**config.mk**
```make
export PLATFORM = sky130hd
export DESIGN_NAME = vga_timing_monitor
export DESIGN_NICKNAME = d
export VERILOG_FILES = /design/src/rtl/vga_timing_monitor.sv
export SDC_FILE = /design/constraint.sdc
export NUM_CORES = 1
export LEC_CHECK = 0
export ABC_AREA = 0
export BUFFER_PORTS_ARGS = -buffer_cell sky130_fd_sc_hd__buf_2
export CORE_MARGIN = 4
export CORE_UTILIZATION = 57
export DETAILED_ROUTE_END_ITERATION = 8
export HOLD_SLACK_MARGIN = 0.06
export PLACE_DENSITY = 0.79
export SKIP_LAST_GASP = 1
export SYNTH_ARGS = -nofsm -noshare
export SYNTH_HDL_FRONTEND = slang
export SYNTH_SLANG_ARGS = --single-unit
```
**constraint.sdc**
```tcl
create_clock -name clk -period 5.52 [get_ports clk]
set_input_delay 0.828 -clock clk [delete_from_list [all_inputs] [get_ports clk]]
set_output_delay 0.828 -clock clk [all_outputs]
set_load 0.03 [all_outputs]
```
**src/rtl/vga_timing_monitor.sv**
```systemverilog
// VGA sync timing monitor: measures line, hsync and frame timing,
// tracks lock against nominal 640x480@60 and counts timing errors.
module vga_timing_monitor #(
    parameter int H_TOTAL     = 800,
    parameter int H_SYNC      = 96,
    parameter int V_TOTAL     = 525,
    parameter bit SYNC_POL    = 1'b0,
    parameter int LOCK_FRAMES = 2,
    parameter int CW          = 12
) (
    input  logic          clk,
    input  logic          reset_n,
    input  logic          pix_en,
    input  logic          vga_hsync,
    input  logic          vga_vsync,
    output logic          locked,
    output logic          frame_start,
    output logic          err_pulse,
    output logic [CW-1:0] h_total_meas,
    output logic [CW-1:0] h_sync_meas,
    output logic [CW-1:0] v_total_meas,
    output logic [15:0]   frame_count,
    output logic [7:0]    error_count
);

    localparam int GW = $clog2(LOCK_FRAMES + 1);
    localparam logic [CW-1:0] CMAX    = '1;
    localparam logic [CW-1:0] H_TOT_C = CW'(H_TOTAL);
    localparam logic [CW-1:0] H_SYN_C = CW'(H_SYNC);
    localparam logic [CW-1:0] V_TOT_C = CW'(V_TOTAL);
    localparam logic [CW-1:0] V_LIM_C = CW'(2 * V_TOTAL);
    localparam logic [GW-1:0] LOCK_C  = GW'(LOCK_FRAMES);

    typedef enum logic [1:0] {
        SEARCH,
        MEASURE,
        LOCKED
    } state_e;

    state_e        state_q, state_d;
    logic [GW-1:0] good_q, good_d;
    logic          hs_q, vs_q;
    logic [CW-1:0] h_cnt_q, hw_cnt_q, v_cnt_q;
    logic [CW-1:0] h_total_q, h_sync_q, v_total_q;
    logic [15:0]   fcnt_q;
    logic [7:0]    ecnt_q;
    logic          first_q, lbad_q, locked_q;

    logic          hs_act, hs_q_act, vs_act, vs_q_act;
    logic          hs_fall, hs_rise, vs_fall;
    logic          h_full, timeout, line_bad, frame_bad, err_d;
    logic [CW-1:0] v_meas;

    assign hs_act   = (vga_hsync == SYNC_POL);
    assign vs_act   = (vga_vsync == SYNC_POL);
    assign hs_q_act = (hs_q == SYNC_POL);
    assign vs_q_act = (vs_q == SYNC_POL);

    assign hs_fall = pix_en & ~hs_q_act & hs_act;
    assign hs_rise = pix_en & hs_q_act & ~hs_act;
    assign vs_fall = pix_en & ~vs_q_act & vs_act;

    assign h_full  = (h_cnt_q == CMAX);
    assign timeout = pix_en & (h_full | (v_cnt_q > V_LIM_C));

    // h_sync_q holds the width captured at this line's hsync release
    assign line_bad = hs_fall & ~first_q & (state_q != SEARCH)
                    & ((h_cnt_q != H_TOT_C) | (h_sync_q != H_SYN_C));

    // a line ending on the vsync edge belongs to the closing frame
    assign v_meas    = v_cnt_q + {{(CW-1){1'b0}}, hs_fall};
    assign frame_bad = (v_meas != V_TOT_C) | lbad_q | line_bad;

    always_comb begin
        state_d = state_q;
        good_d  = good_q;
        err_d   = 1'b0;
        if (pix_en) begin
            unique case (state_q)
                SEARCH: begin
                    if (!timeout && vs_fall) begin
                        state_d = MEASURE;
                        good_d  = '0;
                    end
                end
                MEASURE: begin
                    if (timeout) begin
                        state_d = SEARCH;
                    end else if (vs_fall) begin
                        if (frame_bad) begin
                            good_d = '0;
                        end else begin
                            good_d = good_q + 1'b1;
                            if (good_d == LOCK_C) state_d = LOCKED;
                        end
                    end
                end
                LOCKED: begin
                    if (timeout | line_bad | (vs_fall & frame_bad)) begin
                        state_d = SEARCH;
                        err_d   = 1'b1;
                    end
                end
                default: state_d = SEARCH;
            endcase
        end
    end

    always_ff @(posedge clk) begin
        if (!reset_n) begin
            state_q   <= SEARCH;
            good_q    <= '0;
            hs_q      <= ~SYNC_POL;
            vs_q      <= ~SYNC_POL;
            h_cnt_q   <= '0;
            hw_cnt_q  <= '0;
            v_cnt_q   <= '0;
            h_total_q <= '0;
            h_sync_q  <= '0;
            v_total_q <= '0;
            fcnt_q    <= '0;
            ecnt_q    <= '0;
            first_q   <= 1'b1;
            lbad_q    <= 1'b0;
            locked_q  <= 1'b0;
        end else begin
            locked_q <= (state_d == LOCKED);
            if (pix_en) begin
                state_q <= state_d;
                good_q  <= good_d;
                hs_q    <= vga_hsync;
                vs_q    <= vga_vsync;

                if (hs_fall) begin
                    h_total_q <= h_cnt_q;
                    h_cnt_q   <= {{(CW-1){1'b0}}, 1'b1};
                end else if (!h_full) begin
                    h_cnt_q <= h_cnt_q + 1'b1;
                end

                if (hs_rise) begin
                    h_sync_q <= hw_cnt_q;
                    hw_cnt_q <= '0;
                end else if (hs_act && hw_cnt_q != CMAX) begin
                    hw_cnt_q <= hw_cnt_q + 1'b1;
                end

                if (vs_fall) begin
                    v_total_q <= v_meas;
                    v_cnt_q   <= '0;
                    fcnt_q    <= fcnt_q + 1'b1;
                end else if (hs_fall && v_cnt_q != CMAX) begin
                    v_cnt_q <= v_cnt_q + 1'b1;
                end

                if (err_d && ecnt_q != 8'hFF) ecnt_q <= ecnt_q + 1'b1;

                // the first line after SEARCH may be partial or stale
                if (state_d == SEARCH) begin
                    first_q <= 1'b1;
                end else if (hs_fall && state_q != SEARCH) begin
                    first_q <= 1'b0;
                end

                if (state_d == SEARCH || vs_fall) begin
                    lbad_q <= 1'b0;
                end else if (line_bad) begin
                    lbad_q <= 1'b1;
                end
            end
        end
    end

    assign locked       = locked_q;
    assign frame_start  = vs_fall & reset_n;
    assign err_pulse    = err_d & reset_n;
    assign h_total_meas = h_total_q;
    assign h_sync_meas  = h_sync_q;
    assign v_total_meas = v_total_q;
    assign frame_count  = fcnt_q;
    assign error_count  = ecnt_q;

endmodule

```
==> results of run 1 <==
## kinds of logic after synthesis
group                      after synthesis  synth area share [%]
and+or+nand+nor                        268                 27.32
DFF                                    105                 44.35
AOI/OAI and AO/OA                       92                 12.06
xor gates and xnor gates                49                 9.055
buffers and inverters                   38                 3.458
adders and majority gates               11                 2.904
muxes                                    4                0.8448
## area by class of cell
| type | count | share of cell area (%) |
|---|---|---|
| inverters | 10 | 0.7123 |
| repair buffers | 69 | 6.648 |
| multi-input cells | 424 | 46.94 |
| flip-flops and latches | 105 | 39.89 |
| well taps | 102 | 2.422 |
| clock buffers | 10 | 2.422 |
| clock inverters | 6 | 0.9734 |
## flip-flops by register name (all words and copies together) (netlist names)
register	cells
frame_count	16
h_cnt_q	12
h_sync_meas	12
h_total_meas	12
hw_cnt_q	12
v_cnt_q	12
v_total_meas	12
error_count	8
good_q	2
state_q	2
first_q	1
hs_q	1
lbad_q	1
locked	1
vs_q	1
## placed cells by master (no fill, tap or decap), types with 3 or more instances in the layout
cell type | synthesis | routed
a211oi_1 | 8 | 8
a21oi_1 | 45 | 45
and3_1 | 5 | 5
buf_2 | 3 | 67
clkbuf_8 | 1 | 9
clkinv_4 | 0 | 3
dfxtp_1 | 105 | 105
ha_1 | 11 | 11
inv_1 | 9 | 9
mux2i_1 | 4 | 4
nand2_1 | 92 | 92
nand3_1 | 24 | 24
nand3b_1 | 3 | 3
nand4_1 | 16 | 16
nor2_1 | 73 | 73
nor2b_1 | 4 | 4
nor3_1 | 8 | 8
nor4_1 | 4 | 4
nor4b_1 | 5 | 5
o21ai_0 | 15 | 15
o21ai_1 | 3 | 3
o31ai_1 | 6 | 6
or2_2 | 3 | 3
or3_1 | 11 | 11
xnor2_1 | 19 | 19
xor2_1 | 30 | 30
## routing by layer
layer	vias up	GRT usage, %
met5	-	0
met4	0	5.567
met3	7	3.857
met2	95	34.81
met1	1893	28.93
li1	2056	-
## power by group
part           switching, mW  internal (mW)
Sequential            0.0109          0.768
Combinational         0.0594         0.0253
Clock                  0.271          0.171
Total                  0.341          0.965
## worst max-delay path by stage
stage / cells past startpoint / start / slack, ps / end
2_1_floorplan: 12 / vga_hsync / 1050 / err_pulse
3_3_place_gp: 13 / pix_en / 840 / err_pulse
3_5_place_dp: 13 / pix_en / 750 / err_pulse
4_1_cts: 13 / pix_en / 730 / err_pulse
5_1_grt: 13 / pix_en / 550 / err_pulse
6_report: 13 / pix_en / 720 / err_pulse
## critical path, cell delays in order
cell      delay [ps]
buf_2            260
nand3b_2         360
inv_1            170
ha_1             190
ha_1             150
nand3_1          200
xnor2_1          210
or4_2            650
a21boi_4         180
a21oi_2           90
or2_4            250
and4_2           230
buf_2            180
## through the flow
stage                     setup slack [ps]  utilization [%]  std cells  power, mW
after CTS                            731.5            66.81        726      1.318
after detailed placement             745.3            64.55        710     0.8815
after floorplan                       1052                -        567     0.8588
final                                721.6            66.81        726      1.306
after global placement               840.1            64.55        710     0.8787
after global routing                 551.5            66.81        726      1.359
==> run_results.csv, run 1 <==
group,metric,value,unit
run_status,run_status,"finished clean",
critical_path,r2r_end,"error_count[6]$_SDFFE_PN0P_",
clock_tree,postCtsSetupRepairBufs,0,
final_layout,nFillCells,696,
clock_tree,postCtsHoldBufs,0,
timing,hold_viol_final,0,
floorplan,chipHeight,99.19,um
critical_path,data_arrival_critical_path,3970,ps
clock_tree,cts_root_buf,"clkbuf_8",
timing,setup_tns,0,ps
pwr,vdd.ir_drop.worst,139.4,uV
final_layout,final_design_area_no_fill,5270,um^2
routing,routed_length_on_met3,519,um
timing,min_period_over_period,86.93,%
hold_path,worstHoldEndpoint,"h_total_meas[8]$_SDFFE_PN0P_",
final_layout,areaGrowthSynthToFinish,11.19,%
hold_path,holdCritStartpoint,"h_total_meas[8]$_SDFFE_PN0P_",
pwr,power.density,247.7,nW/um^2
synth,post_synth.cell_area_avg,8.359,um^2
routing,drc_errors,0,
run,timing.max_cap.violations,0,
placement,io_buffer_count,67,
timing,slew-limit-headroom,32.53,%
clock_tree,numCtsBuffers,9,
clock_tree,post_cts_resized,0,
final_layout,drive_above_1_share,16.51,%
synth,seq_area_frac_synth,44.35,%
synth,netlist_top_cells_area,"dfxtp_1, nand2_1, nor2_1",
final_layout,final-seq-area,2102,um^2
synth,yosys.area.top_type,"dfxtp_1",
global_routing,grt_pass1_vias,3766,
routing,met2RoutedLength,4876,um
critical_path,cp_max_fo,18,
synth,postSynth.asyncResetShare,0,%
synth,yosysMostFrequentCell,"dfxtp_1",
routing,dr.pass1.iters,4,
global_routing,globalRoute.totalOverflow,0,
critical_path,timing.reg2reg.worst_path_depth,12,
floorplan,io-pin-count,68,
timing,worst_clock_skew,10.41,ps
clock_tree,insertion_delay,360,ps
synth,cell_count_after_synthesis,567,
floorplan,coreArea,7888,um^2
hold_path,hold_depth,2,
routing,post_drt_via_cell_ratio,5.580,
clock_tree,clk_transition_reported_paths,110,ps
critical_path,timing.critical_path.from_type,"input port",
final_layout,nets,635,
timing,unrepaired_setup_endpoints_after_global_routing,"no",
routing,detail_route.wirelength.met1,4750,um
clock_tree,numClockSinks,105,
timing,finalCriticalPeriod,4798,ps
floorplan,initial_cell_density_of_the_core,60.09,%
synth,yosysWarnings,0,
global_routing,gr-usage-all-layers,21.24,%
pwr,leakage,2.013,nW
critical_path,critPathRequiredTime,4690,ps
critical_path,crit_path_end_kind,"output port",
synth,netlist.area_leader.share,44.35,%
routing,via_count,4051,
routing,wire_length_per_cell_after_detailed_routing,14.12,um
synth,post_synth_instance_area,4740,um^2
timing,fmaxAchievable,208.4,MHz
clock_tree,clock_tree.htree_level_count,3,
routing,ant_nets,0,
synth,yosys_most_used_dff,"dfxtp_1",
timing,transition_time_at_the_pin_with_the_least_slew_margin,1011,ps
timing,setup-violations-final,0,
synth,synth_top_cells_by_count,"dfxtp_1, nand2_1, nor2_1, a21oi_1, xor2_1",
synth,synth-edff-count,0,
placement,hpwlAfterDp,7477,um
final_layout,antenna_cells,0,
clock_tree,clock_tree_from_tritoncts,"built",
placement,placed_inst_area,5091,um^2
floorplan,width_of_the_die,99.19,um
clock_tree,ctsLongestPathBuffers,2,
final_layout,multi_input_area,2474,um^2
timing,drv_slew,0,
critical_path,worst-setup-path-type,"input port to output port",
floorplan,fp.dieArea,9838,um^2
floorplan,floorplan.rows,32,
routing,totalWireLength,10250,um
hold_path,hold_path_class,"register to register",
routing,route.top_layer_used,"met4",
routing,drtIter0Drc,163,
global_routing,pin_count_of_the_biggest_net_entering_global_routing,63,
global_routing,initial_antenna_violation_count,0,
global_routing,grt_first_pass_wirelength,17620,um
critical_path,r2r_setup_slack,2140,ps
synth,yosysUniqueCellTypes,58,
synth,total_nets_after_synthesis,583,
critical_path,r2r_start,"hs_q$_SDFFE_PN1P_",
synth,ffs_latches_synth,105,
timing,final.hold.worst_slack,460.0,ps
placement,gpl.final_weighted_congestion,0.9566,
(Power assumes the default switching activity.)
==> run 2: changes to the inputs <==
--- a/config.mk
+++ b/config.mk
@@ -9,8 +9,10 @@
 export BUFFER_PORTS_ARGS = -buffer_cell sky130_fd_sc_hd__buf_2
 export CORE_MARGIN = 4
 export CORE_UTILIZATION = 57
+export CTS_CLUSTER_DIAMETER = 60
 export DETAILED_ROUTE_END_ITERATION = 8
 export HOLD_SLACK_MARGIN = 0.06
+export MAX_ROUTING_LAYER = met4
 export PLACE_DENSITY = 0.79
 export SKIP_LAST_GASP = 1
 export SYNTH_ARGS = -nofsm -noshare
==> run 2 against run 1 <==
Against the previous run: clock power up 7.0%; sequential power about the same; total power up 2.4%; routed wire length down 1.9%; sequential share of layout area down 0.10 points; cell count down 0.14%; register-to-register slack better by 20 ps; first-iteration DRC count down 16%; worst hold slack worse by 4.8 ps; critical path type unchanged.
==> run_results.csv, run 2 (same netlist as run 1, synthesis figures left out) <==
group,metric,value,unit
run_status,run_status,"finished clean",
placement,gpl.final_weighted_congestion,0.9572,
timing,finalCriticalPeriod,4778,ps
floorplan,io-pin-count,68,
floorplan,fp.dieArea,9838,um^2
routing,drtIter0Drc,137,
clock_tree,insertion_delay,360,ps
critical_path,critPathRequiredTime,4690,ps
critical_path,worst-setup-path-type,"input port to output port",
timing,setup-violations-final,0,
timing,worst_clock_skew,8.374,ps
critical_path,data_arrival_critical_path,3950,ps
routing,via_count,4015,
pwr,vdd.ir_drop.worst,130.7,uV
final_layout,final_cell_mix,"dfxtp_1, nand2_1, nor2_1, buf_2, a21oi_1",
timing,hold_viol_final,0,
final_layout,nets,635,
routing,ant_nets,0,
global_routing,globalRoute.totalOverflow,0,
floorplan,width_of_the_die,99.19,um
hold_path,hold_path_class,"register to register",
global_routing,grt_pass1_vias,3658,
routing,totalWireLength,10060,um
routing,dr.pass1.iters,4,
timing,setup_tns,0,ps
critical_path,crit_path_end_kind,"output port",
routing,wire_length_per_cell_after_detailed_routing,13.87,um
timing,slew-limit-headroom,32.38,%
clock_tree,postCtsSetupRepairBufs,0,
hold_path,holdCritStartpoint,"h_total_meas[8]$_SDFFE_PN0P_",
floorplan,initial_cell_density_of_the_core,60.09,%
pwr,leakage,2.009,nW
final_layout,nFillCells,650,
critical_path,cp_max_fo,18,
pwr,fin_total_pwr,1.337,mW
clock_tree,postCtsHoldBufs,0,
clock_tree,cts_root_buf,"clkbuf_8",
clock_tree,post_cts_resized,0,
critical_path,r2r_setup_slack,2160,ps
clock_tree,clock_tree_from_tritoncts,"built",
clock_tree,numClockSinks,105,
run,timing.max_cap.violations,0,
placement,hpwlAfterDp,7306,um
floorplan,coreArea,7888,um^2
final_layout,antenna_cells,0,
routing,drc_errors,0,
global_routing,pin_count_of_the_biggest_net_entering_global_routing,63,
pwr,power.density,253.0,nW/um^2
final_layout,layout_commonest_cell,"dfxtp_1",
hold_path,hold_depth,2,
routing,post_drt_via_cell_ratio,5.538,
timing,final.hold.worst_slack,455.3,ps
placement,io_buffer_count,67,
floorplan,chipHeight,99.19,um
clock_tree,clk_transition_reported_paths,100,ps
global_routing,initial_antenna_violation_count,0,
timing,min_period_over_period,86.55,%
global_routing,grt_first_pass_wirelength,16760,um
timing,transition_time_at_the_pin_with_the_least_slew_margin,1013,ps
final_layout,drive_above_1_share,16.53,%
clock_tree,clock_tree.htree_level_count,3,
final_layout,areaGrowthSynthToFinish,11.48,%
critical_path,r2r_end,"error_count[0]$_SDFFE_PN0P_",
global_routing,gr-usage-all-layers,21.04,%
hold_path,worstHoldEndpoint,"h_total_meas[8]$_SDFFE_PN0P_",
clock_tree,numCtsBuffers,9,
timing,fmaxAchievable,209.3,MHz
final_layout,largest_register_ffs,16,
floorplan,floorplan.rows,32,
timing,drv_slew,0,
critical_path,timing.reg2reg.worst_path_depth,12,
timing,unrepaired_setup_endpoints_after_global_routing,"no",
critical_path,r2r_start,"hs_q$_SDFFE_PN1P_",
critical_path,timing.critical_path.from_type,"input port",
clock_tree,ctsLongestPathBuffers,2,
==> run 2: cell count changes in the layout (fill, tap and decap cells not counted), sizes merged <==
| cell | delta |
|---|---|
| clkinv | -3 |
| inv | -1 |
| clkbuf | -1 |
| bufinv | +1 |
| clkinvlp | +3 |
==> run 2: metal layers <==
metal	track usage [%]	up-vias	routed length, um
met4	6.197	0	119
met3	3.927	9	501
met5	-	-	0
met1	27.38	1872	4799
li1	-	2048	-
met2	33.47	86	4638
==> run 2: critical path, stage by stage <==
cell and delay, ps:
buf_2 260, nand3b_2 350, inv_1 170, ha_1 190, ha_1 140, nand3_1 180
xnor2_1 220, or4_2 660, a21boi_4 180, a21oi_2 90, or2_4 250, and4_2 240
buf_2 180
==> run 2: area by class of cell <==
cell class                      instances  area (um^2)  share of cell area [%]
Timing Repair Buffer                   69        350.3                   6.630
Clock buffer                            9        123.9                   2.344
Sequential cell                       105         2102                   39.78
Inverter                               10        37.54                  0.7104
Multi-Input combinational cell        424         2474                   46.81
Clock inverter                          6        68.82                   1.302
Tap cell                              102        127.6                   2.415
==> run 2: worst max-delay path by stage <==
stage,startpoint,endpoint,slack (ps)
detailed placement,pix_en,err_pulse,770
floorplan,vga_hsync,err_pulse,1050
finish,pix_en,err_pulse,740
global route,pix_en,err_pulse,500
CTS,pix_en,err_pulse,750
global placement,pix_en,err_pulse,830
==> run 2: through the flow <==
stage	util [%]	setup slack, ps	instance area (um^2)	std cells
final	66.99	742.3	5284	725
after floorplan	-	1052	4740	567
after CTS	66.99	745.2	5284	725
after global placement	64.55	834.9	5091	710
after detailed placement	64.55	767.2	5091	710
after global routing	66.99	498.1	5284	725
==> run 2: where the power goes <==
part	internal, mW	leakage, nW	switching (mW)
registers	0.768	0.849	0.0109
clock network	0.210	0.0892	0.264
logic	0.0252	1.07	0.0590
total	1.00	2.01	0.334
